$ cat src/rtl/ccr_pkg.sv
// rtl/ccr_pkg.sv - flag indices and default sizing for the condition code register
package ccr_pkg;

  localparam int FLAG_Z = 0;
  localparam int FLAG_N = 1;
  localparam int FLAG_C = 2;
  localparam int FLAG_V = 3;

  localparam int CCR_FLAG_W     = 4;
  localparam int CCR_SAVE_DEPTH = 4;

endpackage

$ cat src/rtl/ccr_save_stack.sv
// rtl/ccr_save_stack.sv - LIFO of saved CCR frames with depth counter and full/empty flags
module ccr_save_stack
  import ccr_pkg::*;
#(
  parameter int FLAG_W     = CCR_FLAG_W,
  parameter int SAVE_DEPTH = CCR_SAVE_DEPTH,
  parameter int DEPTH_W    = $clog2(SAVE_DEPTH + 1)
) (
  input  logic              clk,
  input  logic              reset,
  input  logic              push,
  input  logic              pop,
  input  logic [FLAG_W-1:0] push_data,
  output logic [FLAG_W-1:0] top,
  output logic [DEPTH_W-1:0] depth,
  output logic              full,
  output logic              empty,
  output logic              overflow,
  output logic              underflow
);

  localparam int IDX_W = (SAVE_DEPTH > 1) ? $clog2(SAVE_DEPTH) : 1;

  logic [FLAG_W-1:0]  slots [SAVE_DEPTH];
  logic               pop_ok;
  logic               push_ok;
  logic [DEPTH_W-1:0] depth_nxt;
  logic [IDX_W-1:0]   top_idx;
  logic [IDX_W-1:0]   push_idx;

  // A successful pop suppresses the push entirely, including its overflow report.
  assign pop_ok    = pop && !empty;
  assign push_ok   = push && !pop_ok && !full;
  assign overflow  = push && !pop_ok && full;
  assign underflow = pop && empty;

  assign top_idx  = IDX_W'(depth - DEPTH_W'(1));
  assign push_idx = IDX_W'(depth);
  assign top      = slots[top_idx];

  always_comb begin
    depth_nxt = depth;
    if (pop_ok) begin
      depth_nxt = depth - DEPTH_W'(1);
    end else if (push_ok) begin
      depth_nxt = depth + DEPTH_W'(1);
    end
  end

  always_ff @(posedge clk) begin
    if (reset) begin
      depth <= '0;
      full  <= 1'b0;
      empty <= 1'b1;
    end else begin
      depth <= depth_nxt;
      full  <= (depth_nxt == DEPTH_W'(SAVE_DEPTH));
      empty <= (depth_nxt == '0);
    end
  end

  always_ff @(posedge clk) begin
    if (push_ok) begin
      slots[push_idx] <= push_data;
    end
  end

endmodule

$ cat src/rtl/ccr_stack.sv
// rtl/ccr_stack.sv - condition code register with masked merge and nested save/restore; CCR_STACK_BYPASS_EN adds ccr_fwd
module ccr_stack
  import ccr_pkg::*;
#(
  parameter int FLAG_W     = CCR_FLAG_W,
  parameter int SAVE_DEPTH = CCR_SAVE_DEPTH,
  parameter int DEPTH_W    = $clog2(SAVE_DEPTH + 1)
) (
  input  logic               clk,
  input  logic               reset,
  input  logic               wb_valid,
  input  logic [FLAG_W-1:0]  wb_flags,
  input  logic [FLAG_W-1:0]  wb_mask,
  input  logic               set_valid,
  input  logic [FLAG_W-1:0]  set_mask,
  input  logic               clr_valid,
  input  logic [FLAG_W-1:0]  clr_mask,
  input  logic               save_req,
  input  logic               restore_req,
  input  logic               err_clear,
  output logic [FLAG_W-1:0]  ccr_out,
  output logic [DEPTH_W-1:0] depth,
  output logic               stack_full,
  output logic               stack_empty,
  output logic               err_overflow,
  output logic               err_underflow
`ifdef CCR_STACK_BYPASS_EN
  ,
  output logic [FLAG_W-1:0]  ccr_fwd
`endif
);

  logic [FLAG_W-1:0] merged;
  logic [FLAG_W-1:0] ccr_nxt;
  logic [FLAG_W-1:0] stack_top;
  logic              restore_ok;
  logic              ovf_pulse;
  logic              unf_pulse;

  always_comb begin
    merged = ccr_out;
    if (wb_valid) begin
      merged = (merged & ~wb_mask) | (wb_flags & wb_mask);
    end
    if (set_valid) begin
      merged = merged | set_mask;
    end
    if (clr_valid) begin
      merged = merged & ~clr_mask;
    end
  end

  assign restore_ok = restore_req && !stack_empty;

  always_comb begin
    ccr_nxt = merged;
    if (reset) begin
      ccr_nxt = '0;
    end else if (restore_ok) begin
      ccr_nxt = stack_top;
    end
  end

  // The post-merge value is pushed so a retiring instruction's flags survive interrupt entry.
  ccr_save_stack #(
    .FLAG_W     (FLAG_W),
    .SAVE_DEPTH (SAVE_DEPTH),
    .DEPTH_W    (DEPTH_W)
  ) u_save_stack (
    .clk       (clk),
    .reset     (reset),
    .push      (save_req),
    .pop       (restore_req),
    .push_data (merged),
    .top       (stack_top),
    .depth     (depth),
    .full      (stack_full),
    .empty     (stack_empty),
    .overflow  (ovf_pulse),
    .underflow (unf_pulse)
  );

  always_ff @(posedge clk) begin
    if (reset) begin
      ccr_out       <= '0;
      err_overflow  <= 1'b0;
      err_underflow <= 1'b0;
    end else begin
      ccr_out       <= ccr_nxt;
      err_overflow  <= ovf_pulse | (err_overflow & ~err_clear);
      err_underflow <= unf_pulse | (err_underflow & ~err_clear);
    end
  end

`ifdef CCR_STACK_BYPASS_EN
  assign ccr_fwd = ccr_nxt;
`endif

endmodule

$ cat config.mk
export PLATFORM = sky130hd
export DESIGN_NAME = ccr_stack
export DESIGN_NICKNAME = d
export VERILOG_FILES = /design/src/rtl/ccr_pkg.sv /design/src/rtl/ccr_save_stack.sv /design/src/rtl/ccr_stack.sv
export SDC_FILE = /design/constraint.sdc
export NUM_CORES = 1
export LEC_CHECK = 0
export BUFFER_PORTS_ARGS = -buffer_cell sky130_fd_sc_hd__buf_2
export CAP_MARGIN = 20
export CORE_ASPECT_RATIO = 1.5
export CORE_MARGIN = 5
export CORE_UTILIZATION = 55
export DETAILED_ROUTE_END_ITERATION = 8
export HOLD_SLACK_MARGIN = 0.03
export PLACE_DENSITY = 0.83
export SLEW_MARGIN = 20
export SYNTH_ARGS = -nofsm -noshare
export SYNTH_HDL_FRONTEND = slang
export SYNTH_HIERARCHICAL = 1
export SYNTH_SLANG_ARGS = --single-unit
$ cat constraint.sdc
create_clock -name clk -period 5.33 [get_ports clk]
set_input_delay 0.2665 -clock clk [delete_from_list [all_inputs] [get_ports clk]]
set_output_delay 0.2665 -clock clk [all_outputs]
set_load 0.01 [all_outputs]
==> impl_results.md <==
* Clock sinks at 27
* Latest clock arrival within the worst-skew pair at 330 ps
* Layout cells sized above 1 at 37.12%
* Seq cells post-synth at 27
* Hold Path Class: input pin to flop
* H-tree levels at 1
* Syn nets at 127
* Largest area contributor in the netlist: edfxtp_1
* Post-Syn Area at 1289 sq um
* Synth area leaders: edfxtp_1 (37%), dfxtp_1 (17%), mux4_2 (7.0%)
* Synth top area share at 37.28%
* Final nets at 162
* Final TNS setup at 0 ps
* DRT Pass-1 Iters at 4
* CTS Buffer Depth at 2
* Rel. slew slack at 56.82%
* Setup CP Type: flop to flop
* Avg WL per Cell at 15.83 um
* DR vias/cell at 5.813
* CTS Hold Bufs at 0
* First-pass GRT wire length at 4064 um
* IO Pins at 35
* Sequential-to-total area share from yosys stat at 54.37%
* Grt ovf at 0
* Final wirelength at 2453 um
* Max-cap violations at 0
* Worst vdd ir at 209.3 uV
* Buffers on Ports at 34
* Inserted Diodes at 0
* Top sig layer: met4
* Max Freq at 501.1 MHz
* Slew @ Worst Pin at 642.7 ps
* Post-CTS Resized at 0
* First DRT Iteration DRCs at 32
* RSZ-0062 raised after global routing: false
* Met3 routed WL at 219 um
* Power Internal at 338.8 uW
* Data required, critical path at 5570 ps
* Gp weighted congestion at 0.7251
* Largest net degree at the start of global routing at 17
* Vias in the first global route at 953
* Remaining DRCs at 0
* DP Wirelength at 1910 um
* Final Max Tran Viols at 0
* Status: finished clean
* Setup bufs post-CTS at 0
* Final period utilization at 37.44%
* Critical Path Start Type: flop
* LEAKAGE at 0.0006195 uW
* Die width at 49.53 um
* Die height at 69.29 um
* FILL cells at 173
* Total CTS buffers at 3
* CP arrival at 2240 ps
* Sequential Power Share at 54.8%
* Area of the die at 3431 sq um
* Switching pwr at 142.9 uW
* Rows at 21
* ANT nets after route at 0
* Pwr dens at 324.3 nW/um^2
* Tmin final at 1996 ps
* Sw Ratio at 29.67%
* Synth cell types at 32
* Root buffer cell: clkbuf_4
* Gate Count Post-Synth at 98
* CTS clk-pin slew, worst paths at 140 ps
* Core area at 2233 sq um
* CTS tree: done
* Starting Density at 57.70%
* Final setup violation count at 0
* Crit path max fanout at 11
* Routed vias at 901
* Post-route insts no fill at 155
* Clk_skew at 2.804 ps
* Post-Place Cells at 151
* Gate power share at 26.6%
* Average cell area after synthesis at 13.15 sq um
* Met2 Wirelength at 1252 um
* Syn. warnings at 6
* Crit. End Element: flop
* Clock power share at 18.7%
* GRT Total Usage at 15.02%
* Final hold viol count at 0
* Wire length on met1 at 891 um
* Initial antenna violation count at 0
* Area growth syn-to-layout at 15.24%
[synth_stat cells, drive strengths merged]
| cell type | number |
|---|---|
| dfxtp | 11 |
| a21bo | 4 |
| nor2 | 8 |
| nand3b | 1 |
| nor3 | 2 |
| mux4 | 4 |
| o31a | 1 |
| a211oi | 2 |
| nand2 | 5 |
| a22o | 4 |
| inv | 5 |
| edfxtp | 16 |
| nand3 | 4 |
| a21oi | 3 |
| ha | 5 |
| nor4 | 1 |
| a21o | 1 |
| and2 | 4 |
| xnor2 | 1 |
| nand2b | 1 |
| a32oi | 4 |
| clkbuf | 1 |
| nor3b | 2 |
| buf | 3 |
| nor2b | 2 |
| xor2 | 1 |
| and3 | 1 |
| a211o | 1 |
[final cells by class]
cell class,instances,area [sq um],share of cell area [%]
Sequential cell,27,700.7,47.18
Multi-Input combinational cell,62,536.8,36.14
Timing Repair Buffer,34,170.2,11.46
Tap cell,23,28.78,1.938
Clock buffer,3,22.52,1.516
Inverter,5,18.77,1.264
Clock inverter,1,7.507,0.5055
[critical path, cell delays in order, from the launching register on]
cell,delay (ps)
dfxtp_1,640
inv_1,190
ha_1,450
and3_1,220
a211o_1,230
a21o_1,180
[cells in the final DEF, fill, tap and decap left out, types with 2 or more instances in the layout]
cell type and instances:
a211oi_1 2, a21bo_1 4, a21oi_1 3, a22o_1 4
a32oi_2 4, and2_1 3, buf_2 34, clkbuf_4 3
dfxtp_1 11, edfxtp_1 16, ha_1 5, inv_1 5
mux4_2 4, nand2_1 5, nand3_1 4, nor2_1 8
nor3_1 2
[logic make-up after synthesis]
| family | Yosys count | synth area share [%] |
|---|---|---|
| buffers and inverters | 9 | 3.980 |
| adders and majority gates | 5 | 4.854 |
| and+or+nand+nor | 31 | 13.30 |
| muxes | 4 | 6.991 |
| xor gates and xnor gates | 2 | 1.359 |
| AOI/OAI and AO/OA | 20 | 15.15 |
| DFF | 27 | 54.37 |
[final timing paths]
kind | startpoint | to | slack (ps) | depth (start not counted)
worst max register to register | u_save_stack/depth[0] | u_save_stack/empty | 3330 | 5
worst max-delay path | u_save_stack/depth[0] | u_save_stack/empty | 3330 | 5
worst min-delay path | reset | u_save_stack/full | 210 | 2
worst min register to register | err_underflow | err_underflow | 520 | 2
[registers in the layout (all words and copies together), names as in the netlist]
name                cells
u_save_stack/slots     16
ccr_out                 4
err_overflow            1
u_save_stack/full       1
u_save_stack/depth      3
u_save_stack/empty      1
err_underflow           1
[power by group through the flow]
stage | registers, uW | clock network (uW) | logic [uW]
floorplan | 269 | 0 | 89.5
global placement | 268 | 0 | 123
detailed placement | 269 | 0 | 127
global route | 267 | 101 | 140
CTS | 264 | 93.0 | 129
finish | 264 | 89.9 | 128
[stage by stage]
step | area (sq um) | total power, uW | utilization (%) | setup slack (ps) | hold slack [ps]
CTS | 1485 | 485.7 | 66.50 | 3319 | 202.1
finish | 1485 | 481.6 | 66.50 | 3334 | 214.4
global route | 1485 | 508.4 | 66.50 | 3196 | 216.9
floorplan | 1289 | 358.2 | - | 3482 | 336.0
global placement | 1455 | 390.6 | 65.15 | 3432 | 463.7
detailed placement | 1455 | 395.5 | 65.15 | 3344 | 490.5
[metal layers]
layer  GRT usage, %  up-vias
met1          15.06      419
li1               -      432
met3          4.301        9
met5              0        -
met2          25.78       41
met4          9.913        0
(Power assumes the default switching activity.)
